File: config.mk
export PLATFORM = sky130hd
export DESIGN_NAME = fetch_unit
export DESIGN_NICKNAME = d
export VERILOG_FILES = /design/src/rtl/mips_pkg.sv /design/src/rtl/next_pc_calc.sv /design/src/rtl/fetch_unit.sv
export SDC_FILE = /design/constraint.sdc
export NUM_CORES = 1
export LEC_CHECK = 0
export BUFFER_PORTS_ARGS = -buffer_cell sky130_fd_sc_hd__buf_2
export CAP_MARGIN = 20
export CELL_PAD_IN_SITES_DETAIL_PLACEMENT = 0
export CELL_PAD_IN_SITES_GLOBAL_PLACEMENT = 1
export CORE_MARGIN = 2
export CORE_UTILIZATION = 38
export DETAILED_ROUTE_END_ITERATION = 12
export PLACE_DENSITY = 0.79
export SYNTH_ARGS = -nofsm -noshare
export SYNTH_HDL_FRONTEND = slang
export SYNTH_SLANG_ARGS = --single-unit
File: constraint.sdc
create_clock -name clk -period 4.2 [get_ports clk]
set_input_delay 0.84 -clock clk [delete_from_list [all_inputs] [get_ports clk]]
set_output_delay 0.84 -clock clk [all_outputs]
set_load 0.05 [all_outputs]
File: src/rtl/mips_pkg.sv
// Shared MIPS definitions: opcode constants, fetch FSM state encoding and default reset PC.
package mips_pkg;

   localparam logic [5:0] OP_LW  = 6'b100011;
   localparam logic [5:0] OP_SW  = 6'b101011;
   localparam logic [5:0] OP_BEQ = 6'b000100;
   localparam logic [5:0] OP_J   = 6'b000010;

   localparam logic [31:0] DEFAULT_RESET_PC = 32'h0000_0000;

   typedef enum logic [1:0] {
      StIdle  = 2'd0,
      StFetch = 2'd1,
      StIssue = 2'd2,
      StHalt  = 2'd3
   } fetch_state_e;

endpackage

File: src/rtl/next_pc_calc.sv
// Combinational next-PC selection: jump, then taken branch, then sequential.
module next_pc_calc #(
   parameter int unsigned ADDR_W = 32
) (
   input  logic [ADDR_W-1:0] pc_plus4,
   input  logic [31:0]       inst,
   input  logic              Jump,
   input  logic              Branch,
   input  logic              Zero,
   output logic [ADDR_W-1:0] next_pc
);

   logic [ADDR_W-1:0] jump_tgt;
   logic [ADDR_W-1:0] branch_tgt;
   logic [ADDR_W-1:0] sel_pc;
   logic              unused_opcode;

   assign jump_tgt   = {pc_plus4[ADDR_W-1:28], inst[25:0], 2'b00};
   // Sign-extended word offset; the add wraps naturally at ADDR_W bits.
   assign branch_tgt = pc_plus4 + {{(ADDR_W-18){inst[15]}}, inst[15:0], 2'b00};

   always_comb begin
      sel_pc = pc_plus4;
      if (Jump) begin
         sel_pc = jump_tgt;
      end else if (Branch && Zero) begin
         sel_pc = branch_tgt;
      end
   end

   assign next_pc       = {sel_pc[ADDR_W-1:2], 2'b00};
   assign unused_opcode = ^inst[31:26];

endmodule

File: src/rtl/fetch_unit.sv
// MIPS instruction-fetch stage: owns the PC, handshakes with imem, issues one instruction at a time.
// Optional watchdog halts the stage when FETCH_TIMEOUT_EN is defined.
module fetch_unit
   import mips_pkg::*;
#(
   parameter int unsigned       ADDR_W         = 32,
   parameter logic [ADDR_W-1:0] RESET_PC       = ADDR_W'(DEFAULT_RESET_PC),
   parameter int unsigned       TIMEOUT_CYCLES = 16
) (
   input  logic              clk,
   input  logic              rst_n,
   output logic              imem_req,
   output logic [ADDR_W-1:0] imem_addr,
   input  logic [31:0]       imem_rdata,
   input  logic              imem_valid,
   input  logic              stall,
   input  logic              Jump,
   input  logic              Branch,
   input  logic              Zero,
   output logic [31:0]       inst_out,
   output logic [5:0]        opcode,
   output logic [ADDR_W-1:0] pc_out,
   output logic [ADDR_W-1:0] pc_plus4,
   output logic              inst_valid,
   output logic              fetch_err
);

   fetch_state_e      state_q, state_d;
   logic [ADDR_W-1:0] pc_q, pc_d;
   logic [31:0]       inst_q, inst_d;
   logic [ADDR_W-1:0] next_pc;
   logic              timeout_hit;

   next_pc_calc #(
      .ADDR_W (ADDR_W)
   ) u_next_pc_calc (
      .pc_plus4 (pc_plus4),
      .inst     (inst_q),
      .Jump     (Jump),
      .Branch   (Branch),
      .Zero     (Zero),
      .next_pc  (next_pc)
   );

   always_comb begin
      state_d = state_q;
      pc_d    = pc_q;
      inst_d  = inst_q;
      case (state_q)
         StIdle: begin
            state_d = StFetch;
         end
         StFetch: begin
            if (imem_valid) begin
               inst_d  = imem_rdata;
               state_d = StIssue;
            end else if (timeout_hit) begin
               state_d = StHalt;
            end
         end
         StIssue: begin
            if (!stall) begin
               pc_d    = next_pc;
               state_d = StFetch;
            end
         end
         StHalt: begin
            state_d = StHalt;
         end
         default: begin
            state_d = StIdle;
         end
      endcase
   end

   always_ff @(posedge clk or negedge rst_n) begin
      if (!rst_n) begin
         state_q <= StIdle;
         pc_q    <= RESET_PC;
         inst_q  <= '0;
      end else begin
         state_q <= state_d;
         pc_q    <= pc_d;
         inst_q  <= inst_d;
      end
   end

`ifdef FETCH_TIMEOUT_EN
   localparam int unsigned CNT_W = $clog2(TIMEOUT_CYCLES + 1);

   logic [CNT_W-1:0] cnt_q, cnt_d;
   logic             err_q, err_d;

   // Hit on the last of TIMEOUT_CYCLES consecutive FETCH cycles without a response.
   assign timeout_hit = (state_q == StFetch) && !imem_valid &&
                        (cnt_q == CNT_W'(TIMEOUT_CYCLES - 1));

   always_comb begin
      cnt_d = cnt_q;
      err_d = err_q;
      if ((state_d == StFetch) && (state_q != StFetch)) begin
         cnt_d = '0;
      end else if ((state_q == StFetch) && !imem_valid) begin
         cnt_d = cnt_q + 1'b1;
      end
      if (timeout_hit) begin
         err_d = 1'b1;
      end
   end

   always_ff @(posedge clk or negedge rst_n) begin
      if (!rst_n) begin
         cnt_q <= '0;
         err_q <= 1'b0;
      end else begin
         cnt_q <= cnt_d;
         err_q <= err_d;
      end
   end

   assign fetch_err = err_q;
`else
   logic unused_timeout_cfg;

   assign timeout_hit        = 1'b0;
   assign fetch_err          = 1'b0;
   assign unused_timeout_cfg = ^TIMEOUT_CYCLES;
`endif

   assign imem_req   = (state_q == StFetch);
   assign imem_addr  = pc_q;
   assign inst_valid = (state_q == StIssue);
   assign inst_out   = inst_q;
   assign opcode     = inst_q[31:26];
   assign pc_out     = pc_q;
   assign pc_plus4   = pc_q + ADDR_W'(4);

endmodule

### Word-level counts from Yosys, hierarchy flattened

Cells that the tools add are included.

* add/sub/neg operators: 2
* equality and inequality tests: 5
* muxes and demuxes: 5
* bitwise gates (word level): 1
* reductions and logical operators: 5

Operator list (count)
* 32-bit 2-to-1 mux: 2
* 32-bit by 3-bit adder with 32-bit output (second input constant): 1
* 32-bit adder: 1
* 2-bit case mux with 4 select lines: 1
* 2-bit AND reduction: 3
* 2-bit equality test (second input constant): 2
* 2-bit 2-to-1 mux: 2
* 2-bit by 1-bit equality test with 1-bit output (second input constant): 1
* 2-bit logical NOT: 1
* 2-bit by 1-bit inequality test with 1-bit output (second input constant): 1
* 2-bit inequality test (second input constant): 1
* 1-bit logical AND: 1
* 1-bit NOT: 1

* bits in registers: 64
* output and inout port bits: 137
* word-level logic and storage cells: 21

### Depth between registers and ports, before layout

Gate-level depths: netlist of run 1.

* depth after elaboration: 4
* mapped depth: 17

### Modules after synthesis

Synthesis of run 1 repeated with hierarchy kept, for this count alone.

* cells, all modules: 613
* area, all modules: 5639.2 µm²

By module, submodules not included
* fetch_unit: instances 1, cells an instance 269, area each 3340.7 µm²
* next_pc_calc: instances 1, cells an instance 344, area each 2298.5 µm²

### Worst setup path after synthesis of run 1

OpenSTA, ideal clock, no wires.

* path type: register to register
* start: register pc_q[2], in the netlist imem_addr[2]
* end: register pc_q[26], in the netlist imem_addr[26]
* arrival: 4.798 ns
* data required time: 4.118 ns
* path slack: -0.680 ns
* stages on the path, launching flop included: 17
* cell sequence: dfrtp_1 -> ha_1 -> nand3_1 -> or3_1 -> clkbuf_1 -> nor2_1 -> and3_1 -> xor2_1 -> ha_1 -> nand4_1 -> or4_1 -> a31oi_1 -> o21ai_2 -> o31ai_4 -> xnor2_1 -> a211o_1 -> a31oi_1

* longest elaborated chain between the ends: 4

Ends and longest elaborated chain
* start, declared: line fetch_unit.sv:29 `logic [ADDR_W-1:0] pc_q, pc_d;`
* start signal, assigned: line fetch_unit.sv:83 `pc_q <= pc_d;`
* 32-bit by 3-bit adder with 32-bit output: line fetch_unit.sv:136 `assign pc_plus4 = pc_q + ADDR_W'(4);`
* named net pc_plus4[14]: line fetch_unit.sv:23 `output logic [ADDR_W-1:0] pc_plus4,`
* 32-bit adder: line next_pc_calc.sv:20 `assign branch_tgt = pc_plus4 + {{(ADDR_W-18){inst[15]}}, inst[15:0], 2'b00};`
* 32-bit 2-to-1 mux: line next_pc_calc.sv:26 `end else if (Branch && Zero) begin`
* 32-bit 2-to-1 mux: line next_pc_calc.sv:24 `if (Jump) begin`

The timed path passes the listed nets, and every way through them passes these cells.
A chain may end at the register's enable or synchronous reset.

### Worst setup path after layout of run 1

* start: register pc_q[2], in the netlist imem_addr[2]
* end: register pc_q[26], in the netlist imem_addr[26]

* longest elaborated chain between the ends: 4

Ends and longest elaborated chain (line)
* 32-bit by 3-bit adder with 32-bit output *: fetch_unit.sv:136
* 32-bit adder: next_pc_calc.sv:20
* 32-bit 2-to-1 mux *: next_pc_calc.sv:26
* 32-bit 2-to-1 mux *: next_pc_calc.sv:24

Every way passes the cells marked *; elsewhere a longest branch is shown, timed or not.

==> flow_summary.ini, run 1 <==
[clock_tree]
root_buffer = clkbuf_16
clock_latency_ps = 340
cts-buffers-inserted = 9
clock_sinks = 64
post_cts_buffers = 0
cts_buffer_depth = 2
tritoncts = built
hold_buffers = 0
cts.htree.levels = 3
cts.repair.resized = 0
clk_pin_slew_worst_paths_ps = 60

[synth]
yosys_warnings = 0
synthFlopType = dfrtp_1
synth_edf_count = 0
synth_seq_cells = 64
synthCells = 622
syn_area_per_cell_um2 = 8.57
synth_cell_types = 66
seq_area_frac_synth = 0.300
async_flop_share = 1.00
netlist_area_um2 = 5330

[worst_setup_path]
arrival_ps = 4230
worstSetupEndpointType = register
crit_type = reg -> reg
critPathMaxFanout = 7
crit_required_ps = 4460
cp-start-kind = register

[timing]
finalCritPeriodShare = 0.943
finClkSkew_ps = 10.7
setup_tns_ps = 0
hold_viol_final = 0
clock.fmax_mhz = 252
fin_crit_ps = 3960
rsz0062_at_grt = true
drv_slew = 0
hold_slack_ps = 337
finalSetupViolations = 0
relSlewSlack = 0.452
tightestPinTransition_ps = 821

[finish]
finish.utilization = 0.483
instances_no_fill = 943
areaGrowthSynthToFinish_pct = 24.9
layout-drive-gt1-share = 0.356
finalNetCount = 834
antenna_cells = 0

[global_routing]
grt_first_pass_wirelength_um = 24900
grt_use_total = 0.214
grt_pass1_vias = 4789
grt-ovfl-total = 0
grt_max_degree = 50
antenna_found_initial = 0

[job]
drv_cap = 0

[detailed_routing]
vias = 4992
dr.first_iter.drc_count = 253
final_antenna_net_count = 0
drt_wl_total_um = 15800
routedWlPerCell_um = 16.7
drt-pass1-iter-count = 4
route.detailed.drc = 0
vias_per_cell = 5.29

[place]
place_congestion = 0.888
portBuffers = 168
dp.cells = 926
hpwl_um = 12200

[floorplan]
die-area_um2 = 15000
io_pins = 176
die_h_um = 122
die_x_um = 122
coreArea_um2 = 13800
start_util = 0.387
placementRows = 43

[worst_hold_path]
hold_class = in -> async

[outcome]
status = finished clean
## layout by cell type, fill, tap and decap left out, types with 3 or more instances in the layout
cell type,synthesis,final
buf_2,0,168
nand2_1,83,83
dfrtp_1,64,60
nor2_1,49,47
o21ai_0,40,40
a21oi_1,39,38
ha_1,36,33
mux2_2,32,32
xnor2_1,31,20
nand3_1,18,18
xor2_1,21,15
buf_4,43,15
a21o_1,14,14
xnor2_2,0,11
inv_1,10,10
a211oi_1,10,10
clkbuf_16,0,9
a31oi_1,9,8
and3_1,8,7
nor3_1,7,7
o211ai_1,7,7
conb_1,1,7
nor2b_1,6,6
nand4_1,4,4
o21a_1,4,4
dfrtp_2,0,4
xor2_2,0,3
xor2_4,0,3
a22oi_1,3,3
mux2i_1,3,3
a211o_1,3,3
or3_1,4,3
a21boi_0,3,3
## cell type report
cell class,instances,area (µm²)
Timing Repair Buffer,184,973
Tap cell,180,225
Clock buffer,11,243
Fill cell,1391,7120
Clock inverter,5,56.3
Multi-Input combinational cell,489,3520
Inverter,10,37.5
Sequential cell,64,1610
## cells in the mapped netlist, types with 3 or more instances
cell type  number  share of area
a21boi_0        3         0.0042
a211o_1         3         0.0049
ha_1           36          0.084
nand3_1        18          0.017
inv_1          10         0.0070
mux2_2         32          0.068
a211oi_1       10          0.014
nand4_1         4         0.0047
buf_4          43          0.061
nand2_1        83          0.058
dfrtp_1        64           0.30
nor2b_1         6         0.0070
and3_1          8         0.0094
nor3_1          7         0.0066
a31oi_1         9          0.011
a22oi_1         3         0.0042
o21ai_0        40          0.038
nor2_1         49          0.034
or3_1           4         0.0047
a21oi_1        39          0.037
xor2_1         21          0.034
mux2i_1         3         0.0056
clkbuf_1       19          0.013
o211ai_1        7         0.0099
a21o_1         14          0.020
xnor2_1        31          0.051
o21a_1          4         0.0056
## flip-flops by register name, summed over array words and instances, names as in the netlist
register	cells
state_q	2
imem_addr	30
inst_out	32
## worst paths after layout
path	startpoint	end	slack, ps	depth (start not counted)
max in group asynchronous	rst_n	imem_addr[21]	3230	3
setup / recovery	imem_addr[2]	imem_addr[26]	240	15
hold / removal	rst_n	inst_out[8]	340	1
setup reg to reg	imem_addr[2]	imem_addr[26]	240	15
hold reg to reg	inst_out[28]	inst_out[28]	530	1
min in group clk	inst_out[28]	inst_out[28]	530	1
## cells by family after synthesis
family | synth area share
flip-flops | 0.300
XOR/XNOR | 0.0854
other | 0.000703
AO/OA/AOI/OAI | 0.202
adder cells (fa/ha/maj) | 0.0882
AND/OR/NAND/NOR | 0.166
multiplexers | 0.0732
buffers and inverters | 0.0845
## worst max-delay path, cell delays in order (launching register included)
cell     delay, ps
dfrtp_2        450
ha_4           160
nand3_1        160
or3_4          440
nor2_2         170
and3_4         230
xor2_4          80
ha_4           310
nand4_1        110
or4_1          590
a31oi_2        240
o21ai_2        100
o31ai_4        280
xnor2_1         90
a211o_1        290
a31oi_1        160
## per-stage QoR
stage | setup slack [ps] | area [µm²]
CTS | 21.1 | 6620
global route | 2.75 | 6660
detailed placement | 29.5 | 6320
floorplan | -16.4 | 5550
finish | 238 | 6660
global placement | 161 | 6320
## per-layer routing
metal  track usage  part of all wire  vias to the layer above
met1         0.294              0.47                     2376
met3        0.0479             0.049                       24
met5             0                 0                        -
met2         0.334              0.46                      134
li1              -                 -                     2458
met4        0.0690             0.020                        0
Power of run 1 is left out: the tool's default activity adds up to more than one toggle a clock period on the data nets, which glitch-free logic cannot reach.
==> run 2, diff against run 1 <==
--- a/config.mk
+++ b/config.mk
@@ -13,6 +13,7 @@
 export CORE_UTILIZATION = 38
 export DETAILED_ROUTE_END_ITERATION = 12
 export PLACE_DENSITY = 0.79
+export RECOVER_POWER = 50
 export SYNTH_ARGS = -nofsm -noshare
 export SYNTH_HDL_FRONTEND = slang
 export SYNTH_SLANG_ARGS = --single-unit
==> flow_summary.ini, run 2 (synthesis gave the netlist of run 1 again) <==
[outcome]
failed_checks = capacitance limit, slew limit
status = finished with violations

[global_routing]
use_met2 = 0.334
grt_max_degree = 50
use_met3 = 0.0479
grt_first_pass_wirelength_um = 24900
top_usage_layer = met2
met1_usage = 0.294
grt-ovfl-total = 0
grt_pass1_vias = 4789
antenna_found_initial = 0
grt_use_total = 0.214

[timing]
clock.fmax_mhz = 252
finalSetupViolations = 0
worst_slack_ps = 235
relSlewSlack = -0.578
rsz0062_at_grt = true
fin_crit_ps = 3960
finalCritPeriodShare = 0.944
drv_slew = 74
hold_viol_final = 0
tightestPinTransition_ps = 2370
finClkSkew_ps = 10.4

[worst_setup_path]
critPathMaxFanout = 7
worstRegToRegCells = 15
crit_required_ps = 4460
r2r_end = imem_addr[26]
r2r-start = imem_addr[2]
arrival_ps = 4230
critPathCapture = imem_addr[26]
worstSetupEndpointType = register
cp-start-kind = register
reg2reg_slack_ps = 240
crit_start = imem_addr[2]
crit_type = reg -> reg

[clock_tree]
clock_sinks = 64
clk_pin_slew_worst_paths_ps = 60
root_buffer = clkbuf_16
tritoncts = built
cts-buffers-inserted = 9
cts.htree.levels = 3
cts_buffer_depth = 2
hold_buffers = 0
clock_latency_ps = 340

[finish]
finish.utilization = 0.479
fill_cells = 1400
layout-drive-gt1-share = 0.309
antenna_cells = 0
final_common_cell = buf_2
largest_reg_flops = 32
areaGrowthSynthToFinish_pct = 23.7
finalNetCount = 834
layout_common_cells = buf_2, nand2_1, dfrtp_1, nor2_1, o21ai_0

[detailed_routing]
final_antenna_net_count = 0
drt_wl_total_um = 15800
dr.first_iter.drc_count = 220
vias = 5021
routedWlPerCell_um = 16.7
route.detailed.drc = 0
vias_per_cell = 5.32
drt-pass1-iter-count = 4

[floorplan]
start_util = 0.387
die_h_um = 122
coreArea_um2 = 13800
io_pins = 176
placementRows = 43
die-area_um2 = 15000
die_x_um = 122

[job]
drv_cap = 2

[worst_hold_path]
hold_class = in -> async

[place]
hpwl_um = 12200
place_congestion = 0.888
portBuffers = 168
pre_cts_ws_ps = 29.5
[run 2: cell types whose count changed in the layout (fill, tap and decap cells not counted)]
cell      change
buf_12        -1
buf_2        -32
buf_4         -2
clkbuf_1     +35
or2_0         +1
or2_2         -1
[run 2: what timing repair did]
action,in CTS,in global routing
setup buffers,0,0
endpoints found under the setup margin,0,7
resized for setup,0,5
[run 2: stage by stage]
stage	std cells	setup TNS [ps]	hold slack, ps	area [µm²]
6_report	943	0	377	6590
5_1_grt	943	0	377	6590
4_1_cts	942	0	527	6620
3_5_place_dp	926	0	514	6320
3_3_place_gp	926	0	499	6320
2_1_floorplan	628	-16.4	479	5550
[run 2: layout make-up]
cell class	instances	area, µm²	share of cell area
multi-input combinational	489	3520	0.533
sequential	64	1610	0.244
timing repair buffer	184	910	0.138
clock buffer	11	243	0.0368
tap	180	225	0.0342
clock inverter	5	56.3	0.00854
inverter	10	37.5	0.00569
[run 2: metal layers]
layer,wire length (µm),part of all wire
met5,0,0
met4,329,0.021
met3,753,0.048
met2,7310,0.46
met1,7360,0.47
[run 2: how the worst min path moves through the flow]
| stage | end | slack [ps] | cells past startpoint |
|---|---|---|---|
| floorplan | state_q[1] | 480 | 2 |
| global placement | state_q[1] | 500 | 2 |
| detailed placement | inst_out[25] | 510 | 1 |
| CTS | inst_out[25] | 530 | 1 |
| global route | inst_out[8] | 380 | 1 |
| finish | inst_out[8] | 380 | 1 |
[run 2: critical path: stages (launching register included)]
cell     delay (ps)
dfrtp_2         450
ha_4            160
nand3_1         160
or3_4           440
nor2_2          170
and3_4          230
xor2_4           80
ha_4            310
nand4_1         110
or4_1           590
a31oi_2         240
o21ai_2         100
o31ai_4         280
xnor2_1         100
a211o_1         290
a31oi_1         160
Power of run 2 is left out for the same reason.
